### config.mk
export PLATFORM = sky130hd
export DESIGN_NAME = uart_rx_16x
export DESIGN_NICKNAME = d
export VERILOG_FILES = /design/src/rtl/uart_rx_16x.sv
export SDC_FILE = /design/constraint.sdc
export NUM_CORES = 1
export LEC_CHECK = 0
export BUFFER_PORTS_ARGS = -buffer_cell sky130_fd_sc_hd__buf_2
export CAP_MARGIN = 20
export CORE_UTILIZATION = 62
export DETAILED_ROUTE_END_ITERATION = 8
export PLACE_DENSITY = 0.88
export SLEW_MARGIN = 20
export SYNTH_ARGS = -nofsm -noshare
export SYNTH_HDL_FRONTEND = slang
export SYNTH_SLANG_ARGS = --single-unit
### constraint.sdc
create_clock -name i_clk -period 3.7 [get_ports i_clk]
set_input_delay 0.925 -clock i_clk [delete_from_list [all_inputs] [get_ports i_clk]]
set_output_delay 0.925 -clock i_clk [all_outputs]
set_load 0.02 [all_outputs]
### src/rtl/uart_rx_16x.sv
// UART receiver with 16x oversampling: 5-8 data bits, optional parity, 1 or 2 stop bits.
// Latency: the word is loaded on the tick that samples the middle of the last stop bit; o_full rises on the next clock.
// Backpressure: a single holding register. A frame that completes while it is still full is dropped and flagged as overrun.
//
// Ports:
//   i_clk, i_rst        system clock, async active-high reset
//   i_brd_clk           16x baud clock (asynchronous; edges are detected after synchronisation)
//   i_rx                serial line, idle high, LSB first
//   i_data_size         00=5 .. 11=8 data bits
//   i_parity_en         parity enable
//   i_parity_odd        parity sense
//   i_stop2             two stop bits
//   i_rd_strobe         host has consumed the held word
//   o_data              held word, zero-extended above the data size
//   o_full              unread word present
//   o_parity_err        error flag for the held word
//   o_framing_err       error flag for the held word
//   o_overrun_err       error flag for the held word
//   o_busy              receiver FSM not idle
module uart_rx_16x (
    input  logic       i_clk,
    input  logic       i_rst,
    input  logic       i_brd_clk,
    input  logic       i_rx,
    input  logic [1:0] i_data_size,
    input  logic       i_parity_en,
    input  logic       i_parity_odd,
    input  logic       i_stop2,
    input  logic       i_rd_strobe,
    output logic [7:0] o_data,
    output logic       o_full,
    output logic       o_parity_err,
    output logic       o_framing_err,
    output logic       o_overrun_err,
    output logic       o_busy
);

    typedef enum logic [2:0] {
        IDLE   = 3'd0,
        START  = 3'd1,
        DATA   = 3'd2,
        PARITY = 3'd3,
        STOP1  = 3'd4,
        STOP2  = 3'd5
    } state_t;

    // Synchronizers. rx resets high so that leaving reset is never read as a start bit.
    logic       r_rx_s1, r_rx_s2;
    logic       r_brd_s1, r_brd_s2, r_brd_d;

    state_t     r_state;
    logic [3:0] r_cnt;
    logic [2:0] r_bitcnt;
    logic [7:0] r_shift;
    logic       r_par_pend;
    logic       r_frm_pend;
    logic       r_busy;

    logic [7:0] r_data;
    logic       r_full;
    logic       r_par_err;
    logic       r_frm_err;
    logic       r_ovr_err;

    logic       w_tick;
    logic       w_rx;
    logic       w_mid;
    logic       w_last_bit;
    logic       w_done;
    logic       w_frm_now;

    always_ff @(posedge i_clk or posedge i_rst) begin
        if (i_rst) begin
            r_rx_s1  <= 1'b1;
            r_rx_s2  <= 1'b1;
            r_brd_s1 <= 1'b0;
            r_brd_s2 <= 1'b0;
            r_brd_d  <= 1'b0;
        end else begin
            r_rx_s1  <= i_rx;
            r_rx_s2  <= r_rx_s1;
            r_brd_s1 <= i_brd_clk;
            r_brd_s2 <= r_brd_s1;
            r_brd_d  <= r_brd_s2;
        end
    end

    assign w_tick     = r_brd_s2 & ~r_brd_d;
    assign w_rx       = r_rx_s2;
    assign w_mid      = (r_cnt == 4'd15);
    assign w_last_bit = (r_bitcnt == (3'(i_data_size) + 3'd4));

    // Frame completes on the mid-sample of the final stop bit.
    assign w_done     = w_tick && w_mid &&
                        (((r_state == STOP1) && !i_stop2) || (r_state == STOP2));
    // Framing error covers a bad first stop bit (pending) or a bad final one.
    assign w_frm_now  = r_frm_pend | ~w_rx;

    always_ff @(posedge i_clk or posedge i_rst) begin
        if (i_rst) begin
            r_state    <= IDLE;
            r_cnt      <= 4'd0;
            r_bitcnt   <= 3'd0;
            r_shift    <= 8'h00;
            r_par_pend <= 1'b0;
            r_frm_pend <= 1'b0;
            r_busy     <= 1'b0;
        end else if (w_tick) begin
            case (r_state)
                IDLE: begin
                    if (!w_rx) begin
                        r_state <= START;
                        r_cnt   <= 4'd0;
                        r_busy  <= 1'b1;
                    end
                end
                START: begin
                    if (r_cnt == 4'd7) begin
                        r_cnt <= 4'd0;
                        if (!w_rx) begin
                            r_state    <= DATA;
                            r_bitcnt   <= 3'd0;
                            r_shift    <= 8'h00;
                            r_par_pend <= 1'b0;
                            r_frm_pend <= 1'b0;
                        end else begin
                            r_state <= IDLE;
                            r_busy  <= 1'b0;
                        end
                    end else begin
                        r_cnt <= r_cnt + 4'd1;
                    end
                end
                DATA: begin
                    r_cnt <= r_cnt + 4'd1;
                    if (w_mid) begin
                        r_shift[r_bitcnt] <= w_rx;
                        if (w_last_bit) begin
                            r_state <= i_parity_en ? PARITY : STOP1;
                        end else begin
                            r_bitcnt <= r_bitcnt + 3'd1;
                        end
                    end
                end
                PARITY: begin
                    r_cnt <= r_cnt + 4'd1;
                    if (w_mid) begin
                        // Unused upper shift bits are zero, so reducing all 8 is safe.
                        r_par_pend <= ((^r_shift) ^ w_rx) != i_parity_odd;
                        r_state    <= STOP1;
                    end
                end
                STOP1: begin
                    r_cnt <= r_cnt + 4'd1;
                    if (w_mid) begin
                        if (i_stop2) begin
                            r_frm_pend <= ~w_rx;
                            r_state    <= STOP2;
                        end else begin
                            r_state <= IDLE;
                            r_busy  <= 1'b0;
                        end
                    end
                end
                STOP2: begin
                    r_cnt <= r_cnt + 4'd1;
                    if (w_mid) begin
                        r_state <= IDLE;
                        r_busy  <= 1'b0;
                    end
                end
                default: begin
                    r_state <= IDLE;
                    r_cnt   <= 4'd0;
                    r_busy  <= 1'b0;
                end
            endcase
        end
    end

    // Holding register. A read in the same cycle as completion frees the slot,
    // so the new word is taken rather than counted as an overrun.
    always_ff @(posedge i_clk or posedge i_rst) begin
        if (i_rst) begin
            r_data    <= 8'h00;
            r_full    <= 1'b0;
            r_par_err <= 1'b0;
            r_frm_err <= 1'b0;
            r_ovr_err <= 1'b0;
        end else if (w_done) begin
            if (!r_full || i_rd_strobe) begin
                r_data    <= r_shift;
                r_par_err <= r_par_pend;
                r_frm_err <= w_frm_now;
                r_ovr_err <= 1'b0;
                r_full    <= 1'b1;
            end else begin
                r_ovr_err <= 1'b1;
            end
        end else if (i_rd_strobe && r_full) begin
            r_full    <= 1'b0;
            r_par_err <= 1'b0;
            r_frm_err <= 1'b0;
            r_ovr_err <= 1'b0;
        end
    end

    assign o_data        = r_data;
    assign o_full        = r_full;
    assign o_parity_err  = r_par_err;
    assign o_framing_err = r_frm_err;
    assign o_overrun_err = r_ovr_err;
    assign o_busy        = r_busy;

endmodule

Word level (Yosys, flattened, before mapping)
Index checks and enable logic that the tools add are counted.

storage, ports and cells
  bits in registers = 38
  latch bits = 0
  memory bits (writable) = 0
  bits in read-only memories = 0
  bits of input ports = 10
  output and inout bits = 13
  logic and storage cells = 125
  memories kept = 0

cells by class
  add/subtract/negate cells = 3
  multiply operators = 0
  div/mod/pow operators = 0
  magnitude comparators = 2
  equality and inequality tests = 22
  shift-type cells = 0
  muxes and demuxes = 49
  bitwise logic cells = 6
  reduce and logical (&&, ||, !) cells = 26

operator list
  cell                                                                           number
  3-bit two-way mux                                                              13
  8-bit two-way mux                                                              3
  2-bit inequality test (second input constant)                                  12
  1-bit two-way mux                                                              21
  3-bit case mux with 6 select lines                                             1
  8-bit case mux with 2 select lines                                             1
  8-bit AND reduction                                                            2
  4-bit case mux with 3 select lines                                             1
  6-bit AND reduction                                                            2
  5-bit AND reduction                                                            2
  8-bit bitwise mux                                                              1
  4-bit two-way mux                                                              2
  2-bit nonzero test                                                             4
  8-bit XOR reduction                                                            1
  3-bit by 2-bit == test with 1-bit output (second input constant)               2
  3-bit == test (second input constant)                                          2
  3-bit case mux with 2 select lines                                             1
  2-bit AND reduction                                                            3
  1-bit logical AND                                                              5
  1-bit case mux with 5 select lines                                             1
  4-bit by 1-bit adder with 4-bit output (second input constant)                 1
  4-bit by 3-bit == test with 1-bit output (second input constant)               1
  4-bit == test (second input constant)                                          1
  3-bit by 4-bit less-than comparator with 1-bit output (second input constant)  1
  other kinds (19)                                                               24

Depth between registers and ports, before layout
  word-level depth = 7
  mapped depth = 8
  gate-level depth less buffers = 6

Worst setup path before layout
Ideal clock, no wire load.

  path type = in2reg
  start = input i_stop2
  end = register r_data[0], in the netlist o_data[0]
  library setup time = 125 ps
  data arrival time = 1939 ps
  required time = 3575 ps
  slack = 1636 ps
  cell stages on the path = 6
  buffers on the path = 2
  cell sequence = nor2b_1 > and4bb_1 > buf_6 > nand2b_2 > buf_6 > mux2_4

on the way
  longest elaborated chain between the ends = 5

ends and longest elaborated chain
  what                           line  RTL
  start: declaration             28    input logic i_stop2,
  1-bit logical NOT              95    (((r_state == STOP1) && !i_stop2) || (r_state == STOP2));
  1-bit logical AND              95
  1-bit logical OR               95
  1-bit logical AND              94    assign w_done = w_tick && w_mid &&
  2-bit AND reduction (no line)  --
  end signal: assignment         192   r_data <= r_shift;
  end: declaration               59    logic [7:0] r_data;

Every way passes these cells.
A chain may end at the register's enable or synchronous reset.

Worst setup path in the final report
  start = register r_cnt[0]
  end = register r_data[7], in the netlist o_data[7]

on the way
  longest elaborated chain between the ends = 4

ends and longest elaborated chain
  what                            line  RTL
  start: declaration              52    logic [3:0] r_cnt;
  start signal: assignment        131   r_cnt <= r_cnt + 4'd1;
  start signal: assignment        135   r_cnt <= r_cnt + 4'd1;
  start signal: assignment        146   r_cnt <= r_cnt + 4'd1;
  4-bit == test                   90    assign w_mid = (r_cnt == 4'd15);
  1-bit logical AND (2 in a row)  94
  2-bit AND reduction (no line)   --

Every way passes these cells.

==> reports/summary.txt <==
status = completed
worst-margin pin slew = 0.608 ns
Clock Skews = 0.00534 ns
Critical path buffers and inverters = 0
Clk pwr share = 19.0%
P_int = 728 uW
most used flip-flop cell after synthesis = dfrtp_1
Final GP Congestion = 0.869
hold buffers post-CTS = 0
Post-CTS Resized = 0
WL per Instance = 13.5 um
Max clock buf depth = 2
Mapped Area = 2040 sq um
number of I/O pins = 23
Syn Area/Cell = 10.1 sq um
worst vdd ir = 0.354 mV
R2R cell count = 6
DP HPWL = 2.62 mm
H-tree depth = 2
slowest CP cell = and4bb_1
Total GRT Usage = 23.9%
Clk Latency, worst-skew pair = 0.34 ns
Routed WL = 3.59 mm
fill cell count = 228
Hold Path Class = reg -> reg
first-pass GRT wire length = 6.26 mm
crit path max fanout = 11
Die X = 59.4 um
fmax = 429 MHz
leak pwr = 0.00103 uW
Synth Area in Compound Gates = 18.3%
drt pass-1 iters = 4
switching share of power = 38.8%
sequential fraction of the synthesis area = 46.7%
#FFs+latches synth = 38
# DRC = 0
Core Util, Final = 71.9%
initial core utilization = 66.3%
sequential power share = 48.2%
commonest non-fill, non-tap cell in the layout = dfrtp_1
Layout area overhead = 8.40%
Port Buffer Count = 22
WP data arrival = 2.57 ns
detailed router's first-iteration violation count = 48
synthesized net count = 215
Simple-Gate Fraction of Synth Area = 15.3%
startpoint class of the critical path = register
period utilisation layout = 63.1%
EDFF count, synth = 0
Setup CP Type = reg -> reg
vias per cell = 5.66
Logic pwr share = 32.8%
multiplexer share of the synthesized area = 8.40%
Synth Area in Adders = 1.23%
global-route congestion overflow total = 0
Fin Setup TNS = 0 ns
most frequent cells in the layout = 36 x dfrtp_1, 22 x o21ai_0, 22 x buf_2
Critical Path Sink Type = register
required time worst endpoint = 3.94 ns
hold slack = 0.362 ns
main combinational cell family by area after synthesis = compound AO/OA/AOI/OAI gates
TritonCTS Sinks = 38
post-route antenna net violation count = 0
hold depth = 0
Post-Synth XOR/XNOR Area = 5.15%
Async SR Flop Fraction = 100%
pin count of the biggest net entering global routing = 23
NumNets Final = 234
RSZ-0062 raised after global routing = false
crit-path cells = ha_1 -> nand3_1 -> nor2_2 -> and4bb_1 -> nand2b_2 -> mux2_4
synth warn = 0
Cells after Synth = 203
total net switching power = 462 uW
Vias = 1512
ant diodes = 0
Worst slew margin = 59.4%
clock slew at the register clock pins of the worst setup and hold paths = 0.11 ns
CP top delay family = simple AND/OR/NAND/NOR gates
CTS tree = done
final setup vio count = 0
Max Cap Viol = 0
postcts setup bufs = 0
Max Slew Vio Count = 0
Yosys cell types = 49
layout cell share with drive strength beyond 1 = 22.9%
vias in the first global route = 1460
CTS root buffer = clkbuf_4
Hold Fails Final Rpt = 0
Core Region = 3080 sq um
Worst path depth = 6
Die H = 59.4 um
Cell Pwr Density = 538 nW/um^2
cell row count = 20
Final min period = 2.33 ns
Die ar. = 3520 sq um
initial antenna violation count = 0
Slowest Stage Delay on Critical Path = 0.42 ns
Inserted Clock Buffers = 5
## flip-flops by register name, indices dropped and copies added, names as in the netlist
register       cells
r_bitcnt           3
o_data             8
r_rx_s1            1
r_brd_s1           1
r_rx_s2            1
r_par_pend         1
o_parity_err       1
r_brd_s2           1
r_shift            8
r_brd_d            1
o_busy             1
r_state            3
o_full             1
r_cnt              4
r_frm_pend         1
o_overrun_err      1
o_framing_err      1
## power by group through the flow
stage               combinational (uW)  sequential [uW]  clock (uW)
floorplan                          361              533           0
global placement                   382              576           0
detailed placement                 388              579           0
CTS                                390              571         235
global route                       444              587         257
finish                             391              574         226
## per-layer routing
metal	track usage, %	routed length, um	part of all wire, %	vias to the layer above
met5	0	0	0	-
met4	12.9	46	1.3	0
met3	4.59	124	3.5	5
met2	38.5	1780	50	37
met1	30.1	1640	46	707
li1	-	-	-	763
## logic make-up after synthesis
| kind of cell | Yosys count |
|---|---|
| adder cells (fa/ha/maj) | 2 |
| flip-flops | 38 |
| buffers and inverters | 20 |
| multiplexers | 13 |
| AND/OR/NAND/NOR | 60 |
| AO/OA/AOI/OAI | 58 |
| XOR/XNOR | 12 |
## layout make-up
type | instances | area, sq um | area share [%]
clock buffers | 6 | 51.3 | 2.32
clock inverters | 2 | 12.5 | 0.566
inverters | 9 | 33.8 | 1.53
multi-input cells | 145 | 988 | 44.7
flip-flops and latches | 38 | 953 | 43.1
well taps | 44 | 55.1 | 2.49
repair buffers | 23 | 118 | 5.32
## stage by stage
| stage | area (sq um) | std cells | setup slack, ns | total power, uW |
|---|---|---|---|---|
| floorplan | 2040 | 203 | 1.64 | 893 |
| global placement | 2150 | 259 | 1.36 | 958 |
| detailed placement | 2150 | 259 | 1.32 | 967 |
| CTS | 2210 | 267 | 1.37 | 1200 |
| finish | 2210 | 267 | 1.37 | 1190 |
| global route | 2210 | 267 | 1.17 | 1290 |
## worst paths after layout
check	slack, ns	end	startpoint
min in group asynchronous	0.63	o_data[5]	i_rst
min	0.36	r_brd_s2	r_brd_s1
max reg2reg	1.37	o_data[7]	r_cnt[0]
max in group asynchronous	2.30	r_rx_s2	i_rst
min reg2reg	0.36	r_brd_s2	r_brd_s1
max	1.37	o_data[7]	r_cnt[0]
## Yosys cell counts, drive strengths merged (2+ instances only)
cell type	count	share of area, %
a21oi	8	2.0
a31o	2	0.86
a31oi	8	3.2
a32oi	2	0.86
and3	2	0.61
buf	7	2.5
clkbuf	4	0.74
dfrtp	36	44
dfstp	2	2.6
ha	2	1.2
inv	9	1.7
mux2	9	6.4
mux2i	4	2.0
nand2	14	2.6
nand2b	8	2.7
nand3	6	1.7
nor2	17	3.2
nor2b	3	0.92
nor3	3	0.74
o21ai	23	5.6
o22ai	2	0.61
o31ai	2	0.74
o41ai	2	0.86
xnor2	11	4.7
Power figures use the tool's default switching activity.
